`config.mk`:
```
export PLATFORM = sky130hd
export DESIGN_NAME = feature_quantizer_packer_flat
export DESIGN_NICKNAME = d
export VERILOG_FILES = /design/src/rtl/feature_quantizer_packer_if.sv /design/src/rtl/feature_quantizer_packer.sv /design/src/flat_wrapper.sv
export SDC_FILE = /design/constraint.sdc
export NUM_CORES = 1
export LEC_CHECK = 0
export BUFFER_PORTS_ARGS = -buffer_cell sky130_fd_sc_hd__buf_2
export CAP_MARGIN = 10
export CELL_PAD_IN_SITES_DETAIL_PLACEMENT = 0
export CELL_PAD_IN_SITES_GLOBAL_PLACEMENT = 1
export CORE_AREA = 3 3 63 65
export DETAILED_ROUTE_END_ITERATION = 10
export DIE_AREA = 0 0 66 68
export PLACE_DENSITY_LB_ADDON = 0.1
export SETUP_SLACK_MARGIN = 0.02
export SLEW_MARGIN = 20
export SYNTH_ARGS = -nofsm -noshare
export SYNTH_HDL_FRONTEND = slang
export SYNTH_SLANG_ARGS = --single-unit
```
`constraint.sdc`:
```
create_clock -name clk -period 1.55 [get_ports clk]
set_input_delay 0.31 -clock clk [delete_from_list [all_inputs] [get_ports clk]]
set_output_delay 0.31 -clock clk [all_outputs]
set_load 0.02 [all_outputs]
```
`src/rtl/feature_quantizer_packer_if.sv`:
```
// Stream bundle for the quantizer/packer: raw feature beats in, packed code vectors out.
// The slave modport is the block's view; master is the upstream/downstream environment.
interface feature_quantizer_packer_if #(
  parameter int NUM_FEATURES = 2,
  parameter int IN_WIDTH     = 8
);
  logic [IN_WIDTH-1:0]       s_data;
  logic                      s_valid;
  logic                      s_last;
  logic                      s_ready;
  logic [2*NUM_FEATURES-1:0] m_data;
  logic                      m_valid;
  logic                      m_ready;

  modport slave (
    input  s_data, s_valid, s_last, m_ready,
    output s_ready, m_data, m_valid
  );

  modport master (
    output s_data, s_valid, s_last, m_ready,
    input  s_ready, m_data, m_valid
  );
endinterface

```
`src/rtl/feature_quantizer_packer.sv`:
```
// Quantizes raw feature words to 2-bit codes, packs one sample per output vector,
// with a one-deep pending buffer behind the output register and framing-error counting.
module feature_quantizer_packer #(
  parameter int NUM_FEATURES = 2,
  parameter int IN_WIDTH     = 8,
  parameter logic [3*NUM_FEATURES*IN_WIDTH-1:0] THRESHOLDS =
    {8'd192, 8'd128, 8'd64, 8'd192, 8'd128, 8'd64}
) (
  input  logic                          clk,
  input  logic                          rst,
  feature_quantizer_packer_if.slave     bus,
  output logic                          frame_err,
  output logic [7:0]                    err_count
);
  localparam int IDX_W = (NUM_FEATURES > 1) ? $clog2(NUM_FEATURES) : 1;
  localparam int VEC_W = 2 * NUM_FEATURES;
  localparam logic [IDX_W-1:0] LAST_IDX = IDX_W'(NUM_FEATURES - 1);

  typedef enum logic {COLLECT, PENDING} state_t;

  state_t             state_q, state_d;
  logic [IDX_W-1:0]   idx_q, idx_d;
  logic [VEC_W-1:0]   collect_q, collect_d;
  logic [VEC_W-1:0]   pend_q, pend_d;
  logic [VEC_W-1:0]   m_data_q, m_data_d;
  logic               m_valid_q, m_valid_d;
  logic               frame_err_q, frame_err_d;
  logic [7:0]         err_count_q, err_count_d;

  logic [1:0]         code;
  logic [VEC_W-1:0]   vec_new;
  logic               accept;
  logic               drain;
  logic               out_free;

  // Code is the number of this feature's thresholds that the word meets or exceeds.
  always_comb begin
    code = 2'd0;
    for (int j = 0; j < 3; j++) begin
      if (bus.s_data >= THRESHOLDS[(3*int'(idx_q)+j)*IN_WIDTH +: IN_WIDTH])
        code = code + 2'd1;
    end
    vec_new = collect_q;
    vec_new[2*int'(idx_q) +: 2] = code;
  end

  assign bus.s_ready = rst && (state_q == COLLECT);
  assign accept      = bus.s_valid && bus.s_ready;
  assign drain       = m_valid_q && bus.m_ready;
  assign out_free    = !m_valid_q || bus.m_ready;

  always_comb begin
    state_d     = state_q;
    idx_d       = idx_q;
    collect_d   = collect_q;
    pend_d      = pend_q;
    m_data_d    = m_data_q;
    m_valid_d   = m_valid_q;
    frame_err_d = 1'b0;
    err_count_d = err_count_q;

    if (drain)
      m_valid_d = 1'b0;

    case (state_q)
      COLLECT: begin
        if (accept) begin
          if ((idx_q == LAST_IDX) && bus.s_last) begin
            idx_d     = '0;
            collect_d = '0;
            if (out_free) begin
              m_data_d  = vec_new;
              m_valid_d = 1'b1;
            end else begin
              pend_d  = vec_new;
              state_d = PENDING;
            end
          end else if ((idx_q == LAST_IDX) || bus.s_last) begin
            // Sample too short or too long: drop everything collected so far.
            idx_d       = '0;
            collect_d   = '0;
            frame_err_d = 1'b1;
            if (err_count_q != 8'hFF)
              err_count_d = err_count_q + 8'd1;
          end else begin
            collect_d = vec_new;
            idx_d     = idx_q + IDX_W'(1);
          end
        end
      end
      PENDING: begin
        if (drain) begin
          m_data_d  = pend_q;
          m_valid_d = 1'b1;
          state_d   = COLLECT;
        end
      end
      default: state_d = COLLECT;
    endcase
  end

  always_ff @(posedge clk) begin
    if (!rst) begin
      state_q     <= COLLECT;
      idx_q       <= '0;
      collect_q   <= '0;
      pend_q      <= '0;
      m_data_q    <= '0;
      m_valid_q   <= 1'b0;
      frame_err_q <= 1'b0;
      err_count_q <= 8'd0;
    end else begin
      state_q     <= state_d;
      idx_q       <= idx_d;
      collect_q   <= collect_d;
      pend_q      <= pend_d;
      m_data_q    <= m_data_d;
      m_valid_q   <= m_valid_d;
      frame_err_q <= frame_err_d;
      err_count_q <= err_count_d;
    end
  end

  assign bus.m_data  = m_data_q;
  assign bus.m_valid = m_valid_q;
  assign frame_err   = frame_err_q;
  assign err_count   = err_count_q;
endmodule

```
`src/flat_wrapper.sv`:
```
// flat-port wrapper written by rule: the top's interface ports become plain ports
module feature_quantizer_packer_flat 
#(
  parameter int NUM_FEATURES = 2,
  parameter int IN_WIDTH     = 8,
  parameter logic [3*NUM_FEATURES*IN_WIDTH-1:0] THRESHOLDS =
    {8'd192, 8'd128, 8'd64, 8'd192, 8'd128, 8'd64}
)
  (clk, rst, frame_err, err_count, bus_s_data, bus_s_valid, bus_s_last, bus_m_ready, bus_s_ready, bus_m_data, bus_m_valid);
  feature_quantizer_packer_if #(.NUM_FEATURES(NUM_FEATURES), .IN_WIDTH(IN_WIDTH)) bus_i ();
  input  logic clk;
  input  logic rst;
  output logic frame_err;
  output logic [7:0] err_count;
  input wire logic [$bits(bus_i.s_data)-1:0] bus_s_data;
  input wire logic [$bits(bus_i.s_valid)-1:0] bus_s_valid;
  input wire logic [$bits(bus_i.s_last)-1:0] bus_s_last;
  input wire logic [$bits(bus_i.m_ready)-1:0] bus_m_ready;
  output wire logic [$bits(bus_i.s_ready)-1:0] bus_s_ready;
  output wire logic [$bits(bus_i.m_data)-1:0] bus_m_data;
  output wire logic [$bits(bus_i.m_valid)-1:0] bus_m_valid;
  assign bus_i.s_data = bus_s_data;
  assign bus_i.s_valid = bus_s_valid;
  assign bus_i.s_last = bus_s_last;
  assign bus_i.m_ready = bus_m_ready;
  assign bus_s_ready = bus_i.s_ready;
  assign bus_m_data = bus_i.m_data;
  assign bus_m_valid = bus_i.m_valid;
  feature_quantizer_packer #(.NUM_FEATURES(NUM_FEATURES), .IN_WIDTH(IN_WIDTH), .THRESHOLDS(THRESHOLDS)) u_core (.clk(clk), .rst(rst), .bus(bus_i), .frame_err(frame_err), .err_count(err_count));
endmodule
```
==> results_dict.tcl, run 1 <==
set metrics [dict create \
    status "finished clean" \
    fin_crit_sh_pct 96.1 \
    cpMaxStageDelayCell "or4_1" \
    fin_crit_ps 1490 \
    clock-sinks 24 \
    syn_area_um2 1190 \
    clk_latency_ps 310 \
    async_reset_ff_share_pct 0 \
    area_growth_pct 32.0 \
    fp.dieW_um 66 \
    fmax_ghz 0.671 \
    hold_depth 3 \
    max-vdd-ir-drop_v 0.000455 \
    yosysTopAreaCellShare_pct 40.3 \
    die_h_um 68 \
    cts_buffers 3 \
    p_leak_nw 0.725 \
    setup_viol 0 \
    dp_hpwl_mm 2.17 \
    synth-seq-cells 24 \
    holdPathEnd "u_core.state_q" \
    wl_per_cell_um 12.3 \
    synth_area_leaders "dfxtp_1 40%, mux2i_1 5.9%, nor2_1 4.4%, nand2_1 4.1%, nand2b_1 3.7%" \
    pre_cts_ws_ps -251 \
    dr_wl_met2_mm 1.36 \
    r2r-start "u_core.state_q" \
    startpoint_type "register" \
    netlist_instances 135 \
    fin_tns_setup_ps 0 \
    hold_viol 0 \
    min_from "bus_m_ready" \
    synth_warnings 0 \
    timing.rr.end "u_core.pend_q[1]" \
    cp_max_fo 8 \
    dr.first_iter.drc_count 41 \
    num_io_pins 28 \
    wl_met1_mm 1.24 \
    drv_slew 0 \
    track_usage_pct 13.9 \
    ant_nets 0 \
    diodes 0 \
    drv_cap 0 \
    routabilityCongestion 0.747 \
    synth.distinct_cells 41 \
    rsz0062_at_grt "yes" \
    nets 196 \
    syn-num-nets 151 \
    r2r_cells 4 \
    path_cells "nand3b_4 -> or4_1 -> buf_6 -> a31o_1" \
    cp.required_ps 1760 \
    initial_core_util_pct 35.2 \
    num_rows 21 \
    yosys-top-cells-count "24 x dfxtp_1, 14 x nor2_1, 13 x nand2_1" \
    regToRegSetupSlack_ps 60 \
    synth_ff_type "dfxtp_1" \
    worstMarginPinSlew_ps 420 \
    clockRootBuffer "clkbuf_4" \
    wl_met3_um 115 \
    wirelength_mm 2.76 \
    routed.top_layer "met4" \
    syn_area_per_cell_um2 8.84 \
    clk_pin_slew_ps 130 \
    synth_edf_count 0 \
    ys_seq_area_share_pct 40.3 \
    p_per_area_nw_per_um2 682 \
    route.vias.total 1099 \
    vias_per_cell 4.91 \
    maxSlewHeadroom_pct 71.8 \
    cts_buffer_depth 2 \
    htreeDepth 1 \
    skew_ps 10.1 \
    critPathArrivalTime_ps 1700 \
    numPortBuffers 21 \
    core-area_um2 3390 \
    dr.pass1.iters 4 \
    dieArea_um2 4490 \
    hold_class "input pin to register" \
    antenna_found_initial 0 \
    synth_area_leader_cell "dfxtp_1" \
    grt-ovfl-total 0 \
    synth_most_common_cell "dfxtp_1" \
    max_stage_delay_ps 520 \
    cts_tree "done" \
    cp-end-kind "register" \
    path_class "register to register" \
    grt_pass1_vias 1075 \
    grt_max_degree 20 \
    drive_gt1_share_pct 34.3 \
    setup_slack_ps 60.4 \
    grt_pass1_wl_mm 4.71 \
    drc 0 \
]
critical path, delay by kind of cell (launching register included):
| kind | cells | cell delay (ps) |
|---|---|---|
| simple gates | 2 | 670 |
| buf+inv | 1 | 160 |
| compound gates | 1 | 200 |
| flops | 1 | 360 |
where the power goes:
part	leakage, nW	switching [W]	internal (W)
Clock	0.0138	0.000183	0.0000908
Combinational	0.516	0.0000896	0.0000786
Sequential	0.195	0.00000549	0.000627
Total	0.725	0.000278	0.000796
through the flow:
step	utilization (%)	std cells	instance area (µm²)	total power (W)	hold WS (ps)
after global routing	46.5	224	1580	0.00115	281
after floorplan	-	135	1220	0.000740	407
after global placement	45.5	221	1540	0.000813	425
final	46.5	224	1580	0.00107	299
after CTS	46.1	224	1560	0.00109	285
after detailed placement	45.5	221	1540	0.000816	434
cell families (layout without fill, tap and decap cells):
group,count (synthesis),after routing,share of synthesized area (%)
XOR/XNOR,2,2,1.47
multiplexers,7,7,5.87
flip-flops,24,24,40.3
AND/OR/NAND/NOR,58,58,26.1
buffers and inverters,11,54,3.67
AO/OA/AOI/OAI,30,30,19.5
adder cells (fa/ha/maj),3,3,3.14
worst max path at each step:
stage	startpoint	end	cells after the start
after detailed placement	bus_s_data[7]	u_core.bus.m_data[1]	9
after CTS	u_core.state_q	u_core.pend_q[1]	4
after global routing	u_core.err_count[1]	u_core.err_count[6]	6
final	u_core.state_q	u_core.pend_q[1]	4
after global placement	bus_s_data[7]	u_core.pend_q[0]	7
after floorplan	bus_s_data[7]	u_core.pend_q[0]	6
registers in the layout, summed over array words and instances (netlist names):
signal,count
u_core.err_count,8
u_core.bus.m_data,4
u_core.collect_q,4
u_core.pend_q,4
u_core.bus.m_valid,1
u_core.frame_err,1
u_core.idx_q,1
u_core.state_q,1
cell type report:
type                       instances  area, µm²
clock buffer                       3       22.5
fill                             350       1810
inverter                           5       18.8
multi-input combinational        100        692
sequential                        24        484
tap                               46       57.6
timing repair buffer              46        300
metal layers:
layer	up-vias	global-route usage (%)
li1	568	-
met1	507	16.7
met2	20	24.5
met3	4	2.63
met4	0	5.33
met5	-	0
repair_timing:
action / 4_1_cts / 5_1_grt
buffers inserted: 0 / 0
hold endpoints to repair: 0 / 0
endpoints found under the setup margin: 0 / 5
hold buffers: 0 / 0
resized for setup: 0 / 5
cell usage in the layout, fill, tap and decap left out, types with 2 or more instances in the layout:
cell and instances:
a21boi_1 2, nand4_1 3, nand3_1 6, a21oi_1 5, and3b_1 2, nor3_1 3
nor2_1 14, a211oi_1 2, a31o_1 3, o21ai_1 4, dfxtp_1 21, clkbuf_4 3
dfxtp_2 3, o211a_1 2, nand2b_1 7, nand2_1 13, buf_2 21, or2_1 2
o31ai_2 2, xnor2_1 2, buf_6 2, inv_1 4, mux2i_1 7, o211ai_1 2
ha_1 2, buf_4 23
No activity file was read; power rests on OpenSTA's default activity.
==> inputs of run 2 (changes only) <==
--- a/config.mk
+++ b/config.mk
@@ -5,7 +5,7 @@
 export SDC_FILE = /design/constraint.sdc
 export NUM_CORES = 1
 export LEC_CHECK = 0
-export BUFFER_PORTS_ARGS = -buffer_cell sky130_fd_sc_hd__buf_2
+export BUFFER_PORTS_ARGS = -buffer_cell sky130_fd_sc_hd__buf_4
 export CAP_MARGIN = 10
 export CELL_PAD_IN_SITES_DETAIL_PLACEMENT = 0
 export CELL_PAD_IN_SITES_GLOBAL_PLACEMENT = 1
==> results_dict.tcl, run 2 (synthesis results as in run 1) <==
set metrics [dict create \
    status "finished clean" \
    worstMarginPinSlew_ps 464 \
    stdcell_count 225 \
    grt_pass1_wl_mm 4.71 \
    rsz0062_at_grt "no" \
    grt_use_met2_pct 25.2 \
    fmax_ghz 0.679 \
    path_class "register to register" \
    cpMaxStageDelayCell "or4_4" \
    cts_tree "done" \
    crit_buf_inv 1 \
    dr.first_iter.drc_count 60 \
    p_per_area_nw_per_um2 755 \
    cp-end-kind "register" \
    track_usage_pct 13.8 \
    clock-sinks 24 \
    area_growth_pct 40.9 \
    cp_max_fo 8 \
    clk_latency_ps 320 \
    maxSlewHeadroom_pct 68.8 \
    grt_max_degree 20 \
    num_io_pins 28 \
    antenna_found_initial 0 \
    holdBufCountCts 0 \
    dieArea_um2 4490 \
    cts_buffer_depth 2 \
    largest_reg_flops 8 \
    use_met1_pct 15.9 \
    cts_buffers 3 \
    ant_nets 0 \
    final_cell_area_um2 1680 \
    clk_pin_slew_ps 140 \
    vias_per_cell 4.84 \
    num_rows 21 \
    numPortBuffers 21 \
    p_leak_nw 0.748 \
    htreeDepth 1 \
    setup_slack_ps 76.3 \
    placed_area_um2 1590 \
    final_common_cell "buf_4" \
    grt.busiest_layer "met2" \
    startpoint_type "register" \
    diodes 0 \
    die_h_um 68 \
    nets 196 \
    dp_hpwl_mm 2.15 \
    cp.required_ps 1790 \
    finalPower_w 0.00127 \
    fin_crit_ps 1470 \
    wl_per_cell_um 12.5 \
    skew_ps 13.3 \
    hold_class "input pin to register" \
    max_stage_delay_ps 520 \
    grt_pass1_vias 1061 \
    crit_family "simple AND/OR/NAND/NOR gates" \
    fp.dieW_um 66 \
    grt-ovfl-total 0 \
    layout_common_cells "44 x buf_4, 21 x dfxtp_1, 14 x nor2_1" \
    hold_viol 0 \
    path_cells "nand3b_4 -> or4_4 -> buf_6 -> a31o_1" \
    drv_cap 0 \
    drive_gt1_share_pct 36.3 \
    critPathArrivalTime_ps 1710 \
    core-area_um2 3390 \
    routabilityCongestion 0.705 \
    clockRootBuffer "clkbuf_4" \
    dp.cells 220 \
    grt_use_met3_pct 2.30 \
    max-vdd-ir-drop_v 0.000355 \
    drc 0 \
    dr.pass1.iters 4 \
    wirelength_mm 2.81 \
    initial_core_util_pct 35.2 \
    pre_cts_ws_ps -256 \
    setup_viol 0 \
    route.vias.total 1090 \
    fin_crit_sh_pct 95.1 \
    drv_slew 0 \
]
[run 2: cell type report]
type                       count  area, µm²
sequential                    24        484
fill                         337       1710
inverter                       5       18.8
multi-input combinational    100        716
tap                           46       57.6
clock buffer                   3       22.5
clock inverter                 1       30.0
timing repair buffer          46        353
[run 2: stage by stage]
step / utilization (%) / hold WS (ps) / TNS (ps)
after CTS: 48.5 / 278 / 0
after global placement: 46.8 / 422 / -1590
after floorplan: - / 407 / -11.6
after detailed placement: 46.8 / 425 / -1860
after global routing: 49.6 / 275 / 0
final: 49.6 / 284 / 0
[run 2: metal layers]
layer	routed length, µm	part of all wire (%)
met3	110	3.9
met5	0	0
met4	40	1.4
met1	1230	44
met2	1420	51
[run 2: worst paths after layout]
check                                            to                start  cells past startpoint  slack [ps]
worst max-delay path               u_core.pend_q[1]       u_core.state_q                      4          80
worst min-delay path                 u_core.state_q          bus_m_ready                      3         280
worst max register to register     u_core.pend_q[1]       u_core.state_q                      4          80
worst min register to register  u_core.collect_q[3]  u_core.collect_q[3]                      2         440
[run 2: where the power goes]
part           total, W  switching, W  internal [W]  leakage [nW]
sequential     0.000633    0.00000604      0.000627         0.195
clock          0.000457      0.000196      0.000261        0.0279
combinational  0.000179     0.0000921     0.0000868         0.524
[run 2: repair_timing]
action	in CTS	in global routing
gates resized for setup	1	7
setup buffers	0	1
endpoints found under the setup margin	3	8
pin swaps	0	2
[run 2: tightest hold or removal path, cell delays in order]
cell	delay [ps]
buf_4	80
buf_4	110
a211oi_1	70
==> inputs of run 3 (changes only) <==
--- a/config.mk
+++ b/config.mk
@@ -7,12 +7,10 @@
 export LEC_CHECK = 0
 export BUFFER_PORTS_ARGS = -buffer_cell sky130_fd_sc_hd__buf_4
 export CAP_MARGIN = 10
-export CELL_PAD_IN_SITES_DETAIL_PLACEMENT = 0
-export CELL_PAD_IN_SITES_GLOBAL_PLACEMENT = 1
-export CORE_AREA = 3 3 63 65
+export CORE_AREA = 3 3 55 57
 export DETAILED_ROUTE_END_ITERATION = 10
-export DIE_AREA = 0 0 66 68
-export PLACE_DENSITY_LB_ADDON = 0.1
+export DIE_AREA = 0 0 58 60
+export PLACE_DENSITY = 0.71
 export SETUP_SLACK_MARGIN = 0.02
 export SLEW_MARGIN = 20
 export SYNTH_ARGS = -nofsm -noshare
==> results_dict.tcl, run 3 (synthesis results as in run 1) <==
set metrics [dict create \
    finalPower_w 0.00126 \
    cp.required_ps 1780 \
    grt_pass1_wl_mm 4.37 \
    route.vias.total 1094 \
    drv_slew 0 \
    maxSlewHeadroom_pct 67.9 \
    fmax_ghz 0.672 \
    dr.pass1.iters 4 \
    utilization_pct 63.4 \
    critPathArrivalTime_ps 1720 \
    p_per_area_nw_per_um2 786 \
    cts_tree "done" \
    intPower_w 0.000968 \
    status "finished clean" \
    drc 0 \
    diodes 0 \
    fin_crit_sh_pct 96.0 \
    routabilityCongestion 0.774 \
    drive_gt1_share_pct 33.5 \
    pre_cts_ws_ps -272 \
    dieArea_um2 3480 \
    fin_crit_ps 1490 \
    clockRootBuffer "clkbuf_4" \
    vias_per_cell 5.39 \
    initial_core_util_pct 47.3 \
    antenna_found_initial 0 \
    wl_per_cell_um 13.0 \
    setup_viol 0 \
    min_from "bus_m_ready" \
    fillers 225 \
    clk_pin_slew_ps 150 \
    grt-ovfl-total 0 \
    max-vdd-ir-drop_v 0.000677 \
    num_rows 18 \
    cp-end-kind "register" \
    whs_ps 286 \
    die_h_um 60 \
    startpoint_type "register" \
    fin_tns_setup_ps 0 \
    grt_pass1_vias 1045 \
    final_common_cell "buf_4" \
    cts_buffer_depth 2 \
    htreeDepth 1 \
    rsz0062_at_grt "yes" \
    cp_max_fo 4 \
    r2r-start "u_core.err_count[1]" \
    swShare_pct 23.0 \
    area_growth_pct 34.0 \
    ant_nets 0 \
    dp_hpwl_mm 1.99 \
    track_usage_pct 16.2 \
    num_io_pins 28 \
    power_switching_w 0.000289 \
    worstMarginPinSlew_ps 479 \
    cts_buffers 3 \
    power_frac_comb_pct 13.6 \
    clk_latency_ps 320 \
    clock-sinks 24 \
    holdBufCountCts 0 \
    grt_max_degree 20 \
    seqPwrFrac_pct 50.3 \
    pwr-share-clk_pct 36.1 \
    cp-startpoint "u_core.err_count[1]" \
    hold_viol 0 \
    core-area_um2 2520 \
    hold_class "input pin to register" \
    largest_reg_flops 8 \
    drv_cap 0 \
    p_leak_nw 0.713 \
    numPortBuffers 21 \
    fp.dieW_um 58 \
    setup_slack_ps 61.6 \
    layout_common_cells "39 x buf_4, 21 x dfxtp_1, 14 x nor2_1" \
    wirelength_mm 2.63 \
    skew_ps 18.1 \
    dr.first_iter.drc_count 33 \
    path_class "register to register" \
    nets 190 \
]
[run 3: cell types whose count changed in the layout (fill, tap and decap cells not counted)]
cell	previous run	this run
buf_4	44	39
a21boi_0	1	0
o31ai_1	1	0
buf_6	2	1
a21boi_1	1	2
o31ai_2	2	3
nor3_2	2	1
or4_4	1	0
ha_2	0	1
ha_4	1	0
or4_1	0	1
nor3_1	1	2
[run 3: path summary, 6_finish.rpt]
path	to	slack, ps	cells past startpoint
setup / recovery	u_core.err_count[6]	60	6
hold / removal	u_core.state_q	290	3
setup reg to reg	u_core.err_count[6]	60	6
hold reg to reg	u_core.collect_q[3]	440	2
[run 3: power groups by stage]
stage,Sequential (W),Combinational [W],Clock (W)
after CTS,0.000632,0.000164,0.000466
final,0.000632,0.000171,0.000454
after global placement,0.000645,0.000158,0
after detailed placement,0.000646,0.000163,0
after floorplan,0.000654,0.0000853,0
after global routing,0.000634,0.000188,0.000492
[run 3: layer usage]
layer | share of wire, % | GRT usage [%] | vias to the layer above
met5 | 0 | 0 | -
met4 | 0.27 | 4.30 | 0
met3 | 3.1 | 2.81 | 2
met2 | 53 | 30.6 | 16
met1 | 43 | 18.6 | 515
li1 | - | - | 561
[run 3: critical path, cell delays in order (launching register included)]
cell and delay, ps:
dfxtp_2 360, ha_2 170, and4_4 190, a211oi_4 280, buf_4 160, nand4_1 110
mux2i_1 140
[run 3: cell type report]
| type | count | area [µm²] | share of cell area (%) |
|---|---|---|---|
| timing repair buffer | 40 | 304 | 19.0 |
| multi-input combinational | 100 | 702 | 43.9 |
| tap | 30 | 37.5 | 2.35 |
| inverter | 5 | 18.8 | 1.17 |
| sequential | 24 | 484 | 30.3 |
| clock inverter | 1 | 30.0 | 1.88 |
| clock buffer | 3 | 22.5 | 1.41 |
[run 3: per-stage QoR]
stage	instances	instance area, µm²
floorplan	135	1220
global placement	197	1510
detailed placement	197	1510
CTS	201	1570
global route	203	1600
finish	203	1600
[run 3: repair_timing]
item                                    CTS  global route
gates resized for setup                   0             6
hold endpoints to repair                  0             0
setup buffers                             0             2
endpoints found under the setup margin    0            10
